<file path="config.mk">
export PLATFORM = sky130hd
export DESIGN_NAME = seq_restoring_divider
export DESIGN_NICKNAME = d
export VERILOG_FILES = /design/src/rtl/seq_restoring_divider.sv
export SDC_FILE = /design/constraint.sdc
export NUM_CORES = 1
export LEC_CHECK = 0
export ABC_AREA = 1
export BUFFER_PORTS_ARGS = -buffer_cell sky130_fd_sc_hd__buf_4
export CORE_MARGIN = 2
export CORE_UTILIZATION = 32
export CTS_CLUSTER_SIZE = 12
export DETAILED_ROUTE_END_ITERATION = 12
export SYNTH_ARGS = -nofsm -noshare
export SYNTH_HDL_FRONTEND = slang
export SYNTH_SLANG_ARGS = --single-unit
</file>
<file path="constraint.sdc">
create_clock -name clk -period 1.7 [get_ports clk]
set_input_delay 0.17 -clock clk [delete_from_list [all_inputs] [get_ports clk]]
set_output_delay 0.17 -clock clk [all_outputs]
set_load 0.01 [all_outputs]
</file>
<file path="src/rtl/seq_restoring_divider.sv">
// Sequential restoring divider: unsigned DIVIDEND_W-bit dividend divided by a
// DIVISOR_W-bit divisor, one quotient bit per clock, start/busy/done handshake.
// Divide-by-zero short-circuits to an all-ones quotient with div_by_zero set.
module seq_restoring_divider #(
    parameter int DIVIDEND_W = 8,
    parameter int DIVISOR_W  = 4
) (
    input  logic                  clk,
    input  logic                  rst_n,
    input  logic                  start,
    input  logic [DIVIDEND_W-1:0] dividend,
    input  logic [DIVISOR_W-1:0]  divisor,
    output logic                  busy,
    output logic                  done,
    output logic [DIVIDEND_W-1:0] quotient,
    output logic [DIVISOR_W-1:0]  remainder,
    output logic                  div_by_zero
);

    localparam int CNT_W = $clog2(DIVIDEND_W + 1);

    typedef enum logic [1:0] {
        IDLE = 2'd0,
        RUN  = 2'd1,
        DONE = 2'd2
    } state_t;

    state_t                  state_reg, state_next;
    logic [DIVIDEND_W-1:0]   d_reg, d_next;       // dividend bits still to bring down
    logic [DIVISOR_W-1:0]    v_reg, v_next;       // captured divisor
    logic [DIVISOR_W-1:0]    r_reg, r_next;       // partial remainder, always < divisor
    logic [DIVIDEND_W-1:0]   q_reg, q_next;       // quotient being assembled
    logic [CNT_W-1:0]        cnt_reg, cnt_next;   // quotient bits left to produce
    logic [DIVIDEND_W-1:0]   quot_reg, quot_next;
    logic [DIVISOR_W-1:0]    rem_reg, rem_next;
    logic                    dbz_reg, dbz_next;
    logic                    busy_reg, busy_next;
    logic                    done_reg, done_next;

    // Trial value is one bit wider than the divisor so the compare and the
    // subtract never overflow; the stored remainder fits DIVISOR_W bits
    // because it is always smaller than the divisor.
    logic [DIVISOR_W:0]      trial;
    logic                    trial_ge;

    assign trial    = {r_reg, d_reg[DIVIDEND_W-1]};
    assign trial_ge = (trial >= {1'b0, v_reg});

    assign busy        = busy_reg;
    assign done        = done_reg;
    assign quotient    = quot_reg;
    assign remainder   = rem_reg;
    assign div_by_zero = dbz_reg;

    // Next-state and datapath update: accept in IDLE/DONE, one restoring step per RUN cycle.
    always_comb begin
        state_next = state_reg;
        d_next     = d_reg;
        v_next     = v_reg;
        r_next     = r_reg;
        q_next     = q_reg;
        cnt_next   = cnt_reg;
        quot_next  = quot_reg;
        rem_next   = rem_reg;
        dbz_next   = dbz_reg;

        case (state_reg)
            IDLE, DONE: begin
                // DONE lasts one cycle but accepts a new request just like IDLE.
                state_next = IDLE;
                if (start) begin
                    if (divisor != '0) begin
                        d_next     = dividend;
                        v_next     = divisor;
                        r_next     = '0;
                        q_next     = '0;
                        cnt_next   = CNT_W'(DIVIDEND_W);
                        state_next = RUN;
                    end else begin
                        quot_next  = '1;
                        rem_next   = '0;
                        dbz_next   = 1'b1;
                        state_next = DONE;
                    end
                end
            end
            RUN: begin
                d_next   = {d_reg[DIVIDEND_W-2:0], 1'b0};
                r_next   = trial_ge ? DIVISOR_W'(trial - {1'b0, v_reg})
                                    : trial[DIVISOR_W-1:0];
                q_next   = {q_reg[DIVIDEND_W-2:0], trial_ge};
                cnt_next = cnt_reg - CNT_W'(1);
                if (cnt_reg == CNT_W'(1)) begin
                    quot_next  = {q_reg[DIVIDEND_W-2:0], trial_ge};
                    rem_next   = r_next;
                    dbz_next   = 1'b0;
                    state_next = DONE;
                end
            end
            default: begin
                state_next = IDLE;
            end
        endcase

        busy_next = (state_next == RUN);
        done_next = (state_next == DONE);
    end

    // State and datapath registers; reset aborts any division in flight.
    always_ff @(posedge clk or negedge rst_n) begin
        if (!rst_n) begin
            state_reg <= IDLE;
            d_reg     <= '0;
            v_reg     <= '0;
            r_reg     <= '0;
            q_reg     <= '0;
            cnt_reg   <= '0;
            quot_reg  <= '0;
            rem_reg   <= '0;
            dbz_reg   <= 1'b0;
            busy_reg  <= 1'b0;
            done_reg  <= 1'b0;
        end else begin
            state_reg <= state_next;
            d_reg     <= d_next;
            v_reg     <= v_next;
            r_reg     <= r_next;
            q_reg     <= q_next;
            cnt_reg   <= cnt_next;
            quot_reg  <= quot_next;
            rem_reg   <= rem_next;
            dbz_reg   <= dbz_next;
            busy_reg  <= busy_next;
            done_reg  <= done_next;
        end
    end

endmodule

</file>
---- After elaboration in Yosys (flattened, before gate mapping) ----
Cells that the tools add are included.
word-level totals
  flip-flop bits (word level) ............. 44
  input port bits ......................... 15
operators by class
  $add $sub $neg .......................... 2
  magnitude comparators ................... 1
  eq/ne operators ......................... 9
  multiplexer cells ....................... 29
  reduce and logical (&&, ||, !) cells .... 7
operators with widths
  cell                                                                 count
  8-bit 2-to-1 mux                                                     5
  4-bit 2-to-1 mux                                                     8
  8-bit one-hot mux with 2 select lines                                2
  4-bit one-hot mux with 2 select lines                                3
  7-bit 2-to-1 mux                                                     2
  7-bit one-hot mux with 2 select lines                                1
  2-bit != test (second input constant)                                4
  2-bit 2-to-1 mux                                                     3
  3-bit AND reduction                                                  2
  5-bit by 4-bit >= comparator with 1-bit output                       1
  2-bit by 1-bit == test with 1-bit output (second input constant)     2
  2-bit == test (second input constant)                                2
  4-bit by 1-bit == test with 1-bit output (second input constant)     1
  2-bit one-hot mux with 2 select lines                                1
  4-bit AND reduction                                                  1
  4-bit nonzero test                                                   1
  4-bit by 1-bit subtractor with 4-bit output (second input constant)  1
  4-bit subtractor                                                     1
  1-bit 2-to-1 mux                                                     3
  2-bit logical NOT                                                    1
  1-bit one-hot mux with 2 select lines                                1
  2-bit nonzero test                                                   1
  2-bit OR reduction                                                   1

---- Depth between registers and ports, before layout ----
  word-level depth ........................ 5
  gate-level depth with buffers ........... 12
  gate-level depth less buffers ........... 12

---- Worst setup path after synthesis ----
No wires, ideal clock.
  path type ............................... register -> register
  start point ............................. register r_reg[1]
  end point ............................... register rem_reg[0] (netlist: remainder[0])
  setup time .............................. 0.116 ns
  arrival time ............................ 1.349 ns
  required time ........................... 1.584 ns
  setup slack ............................. 0.234 ns
  cell stages (with the launch flop) ...... 10
  period minus slack after synthesis ...... 1.466 ns
  cells stage by stage .................... dfrtp_1 ha_1 a21oi_2 nand2_1 nand2_2 nand2_2 nand3_1 nand2_1 nand2_1 nand2_1
between the ends
  cells in the longest elaborated chain, start to end .. 4
ends and longest elaborated chain
  what                                            RTL line  text
  start, declared                                 31        logic [DIVISOR_W-1:0] r_reg, r_next;
  start signal, assigned                          127       r_reg <= r_next;
  5-bit by 4-bit >= comparator with 1-bit output  47        assign trial_ge = (trial >= {1'b0, v_reg});
  4-bit 2-to-1 mux                                89        r_next = trial_ge ? DIVISOR_W'(trial - {1'b0, v_reg})
  4-bit 2-to-1 mux                                93        if (cnt_reg == CNT_W'(1)) begin
  4-bit one-hot mux with 2 select lines           67        case (state_reg)
  end signal, assigned                            131       rem_reg <= rem_next;
  end, declared                                   35        logic [DIVISOR_W-1:0] rem_reg, rem_next;
Every way passes these cells. The select of a mux whose other input is x is not followed.
A chain may end at the register's enable or synchronous reset.

---- Final worst setup path ----
  start point ............................. register v_reg[2]
  end point ............................... register quot_reg[0] (netlist: quotient[0])
between the ends
  cells in the longest elaborated chain, start to end .. 3
ends and longest elaborated chain
  what                                            RTL line  text
  start, declared                                 30        logic [DIVISOR_W-1:0] v_reg, v_next;
  start signal, assigned                          126       v_reg <= v_next;
  5-bit by 4-bit >= comparator with 1-bit output  47
  8-bit 2-to-1 mux                                93
  8-bit one-hot mux with 2 select lines           67
  end signal, assigned                            130       quot_reg <= quot_next;
  end, declared                                   34        logic [DIVIDEND_W-1:0] quot_reg, quot_next;
Every way passes these cells. The select of a mux whose other input is x is not followed.

==> key figures <==
Clocking
  • Worst skew pair latency: 300 ps
  • Htree depth: 2
  • CTS Buffer Depth: 2
  • Num Clock Sinks: 44
  • Clock slew at reported path FFs: about 80 ps
  • CTS Buf Count: 5
  • Root Driver: clkbuf_8
  • CTS tree: done

Layout
  • Final non-filler cell total: about 340
  • Post-route cell area: 2460 um^2
  • Final #Nets: between 200 and 300
  • Share of post-route cells with drive strength above 1: 0.203
  • Antenna cells: 0
  • Layout area overhead: 21.0%

Placement
  • Pre-CTS setup slack: 130 ps
  • Post-DP HPWL: about 2800 um
  • GPL Wtd Cong: 0.770
  • Port Buf Inserts: 29
  • Placed cell area: 2330 um^2
  • Placed Cells: 333

Yosys
  • Post-Syn Instances: around 230
  • Most frequent cell after synthesis: nand2_1
  • Mapped cell area: 2030 um^2
  • FFs w/ async S/R, synth: 1.00
  • Synth top area cells: dfrtp_1 54%, nand2_1 11%, inv_1 5.7%, o21ai_0 5.7%, nand3_1 4.2%
  • Synthesized netlist net count: between 200 and 300
  • Synth warn: 0
  • Count of different cell masters after synthesis: 24
  • Post-synth top area share: 0.543
  • Synth Register Bits: 44
  • Number of synthesized flops with an enable pin: 0
  • Mean Syn Cell Area: 8.79 um^2
  • Post-synth top cells: 57 x nand2_1, 44 x dfrtp_1, 31 x inv_1, 23 x o21ai_0, 17 x nand3_1
  • Top FF cell, synth: dfrtp_1
  • Yosys top cell by area: dfrtp_1
  • Seq/Total Area, Yosys: 0.543

STA
  • Final setup fails: 0
  • Max Freq: 0.650 GHz
  • Min cycle time layout: 1540 ps
  • Final Hold Viols: 0
  • Max-slew headroom: 0.633
  • Layout Skew: ~2 ps
  • Final worst slack: 162 ps
  • Pins Over Slew Limit: 0
  • Setup TNS: 0 ps
  • RSZ-0062 raised after global routing: no
  • Final Cycle Share: 0.905
  • Worst-Margin Slew: around 550 ps

Floorplanning
  • Core ar.: 6240 um^2
  • IO Count: 30
  • Std cell rows: 29
  • DIE AREA: 6990 um^2
  • Die Height: 83.6 um
  • Starting density of the core: 0.325
  • Die X: 83.6 um

Power
  • Switching part of the total: 0.416
  • Switch Pwr: approximately 2.0 mW
  • Combinational Power Share: 0.506
  • Part of the power in registers: 0.355
  • Clock power frac: 0.139
  • Leak pwr: 1.25 nW
  • Internal: 2.86 mW
  • Peak VDD IR: 0.000713 V
  • Cell area power density: roughly 2000 nW/um^2

Worst setup path
  • R2R cell count: 8
  • Cell family with most CP delay: flip-flops
  • Critical path type: flip-flop to flip-flop
  • Cells along the critical path: inv_1, ha_4, a21oi_4, nand2_1, nand2_2, nand2_2, o21ai_0, nand2_1
  • CP Buf/Inv Count: 1
  • Arr. time, crit path: 1730 ps
  • Worst path slowest cell: dfrtp_1
  • CP Depth: 8
  • RR Endpoint: quotient[0]$_DFFE_PN0P_
  • Critical Path Max Stage Delay: 360 ps
  • Crit start category: flip-flop
  • Setup crit end kind: flip-flop
  • Req. time, crit path: 1890 ps
  • Reg2reg setup slack: 160 ps
  • R2R Path Start: v_reg[2]$_DFFE_PN0P_
  • Crit Path Max Fanout: 6

Global route
  • Initial antenna violation count: 0
  • Vias in the first global route: 1513
  • Grt ovf: 0
  • Largest net degree at the start of global routing: between 40 and 50
  • First-pass GRT wire length: 6960 um
  • Total track usage: 0.123

Detailed routing
  • Wirelength per Cell: between 10 and 15 um
  • Vias/cell: 4.66
  • DR DRC count: 0
  • 1st-iter DRT viols: 178
  • Final wirelength: 4070 um
  • Detailed-route via count: about 1600
  • First-pass DRT Iterations: 4
  • Detail Route Antenna Nets: 0

Flow run
  • Max-cap violations: 0

Hold path
  • Hold depth: 3
  • Hold Path Class: input pin to flip-flop
  • Worst Hold Path EP: v_reg[2]$_DFFE_PN0P_
  • HP Start: divisor[2]

Status
  • Status: completed
## cell families (layout without fill, tap and decap cells)
family	after synthesis	in the layout	share of synthesized area
xor+xnor	2	2	0.00863
buf+inv	44	79	0.0925
compound gates	41	41	0.114
flops	44	44	0.543
fa+ha+maj	7	7	0.0469
simple gates	93	93	0.195
## area by class of cell
cell class / count / area [um^2]
fillers: 647 / 3780
flip-flops and latches: 44 / 1100
multi-input cells: 143 / 761
inverters: 34 / 128
repair buffers: 37 / 280
clock buffers: 8 / 90.1
well taps: 77 / 96.3
## metal layers
| layer | GRT usage | up-vias | routed length [um] |
|---|---|---|---|
| met5 | 0 | - | 0 |
| met4 | 0.0499 | 0 | 112 |
| met3 | 0.0346 | 12 | 227 |
| met2 | 0.192 | 48 | 1820 |
| met1 | 0.162 | 732 | 1910 |
| li1 | - | 806 | - |
## how the worst max path moves through the flow
| stage | start | slack (ps) | to |
|---|---|---|---|
| after floorplan | r_reg[1]$_DFFE_PN0P_ | 230 | remainder[0]$_DFFE_PN0P_ |
| after global placement | r_reg[1]$_DFFE_PN0P_ | 160 | quotient[0]$_DFFE_PN0P_ |
| after detailed placement | v_reg[2]$_DFFE_PN0P_ | 130 | remainder[0]$_DFFE_PN0P_ |
| after CTS | v_reg[2]$_DFFE_PN0P_ | 120 | remainder[2]$_DFFE_PN0P_ |
| after global routing | d_reg[7]$_DFFE_PN0P_ | 6 | remainder[2]$_DFFE_PN0P_ |
| final | v_reg[2]$_DFFE_PN0P_ | 160 | quotient[0]$_DFFE_PN0P_ |
## stage by stage
stage               utilization  hold WS (ps)  power, mW
finish                    0.394          95.1       4.90
floorplan                     -          -126       3.47
global placement          0.373           204       4.11
detailed placement        0.373           214       4.15
global route              0.394          92.8       5.37
CTS                       0.389          86.0       4.85
## power groups by stage
stage	clock network, mW	registers [mW]	logic, mW
2_1_floorplan	0	1.78	1.69
3_3_place_gp	0	1.75	2.36
3_5_place_dp	0	1.76	2.39
4_1_cts	0.701	1.74	2.40
5_1_grt	0.742	1.79	2.84
6_report	0.679	1.74	2.48
## worst min-delay path: cells and delay by family
family | cells | cell delay, ps
buffers and inverters | 1 | 90
AOI/OAI and AO/OA | 1 | 60
and+or+nand+nor | 1 | 40
## layout by cell type (no fill, tap or decap), drive strengths merged
cell type,instances
nand2,61
dfrtp,44
buf,36
inv,34
o21ai,26
nand3,17
nor2,10
clkbuf,8
o22ai,7
a31oi,6
ha,6
nand4,4
xnor2,2
a21oi,1
o211ai,1
nor3,1
fa,1
dlygate4sd3,1
## what timing repair did
item,in CTS,in global routing
endpoints found under the setup margin,0,6
hold buffers,1,0
endpoints found under the hold margin,44,0
resized for setup,0,3
setup buffers,0,1
(Power assumes the default switching activity.)
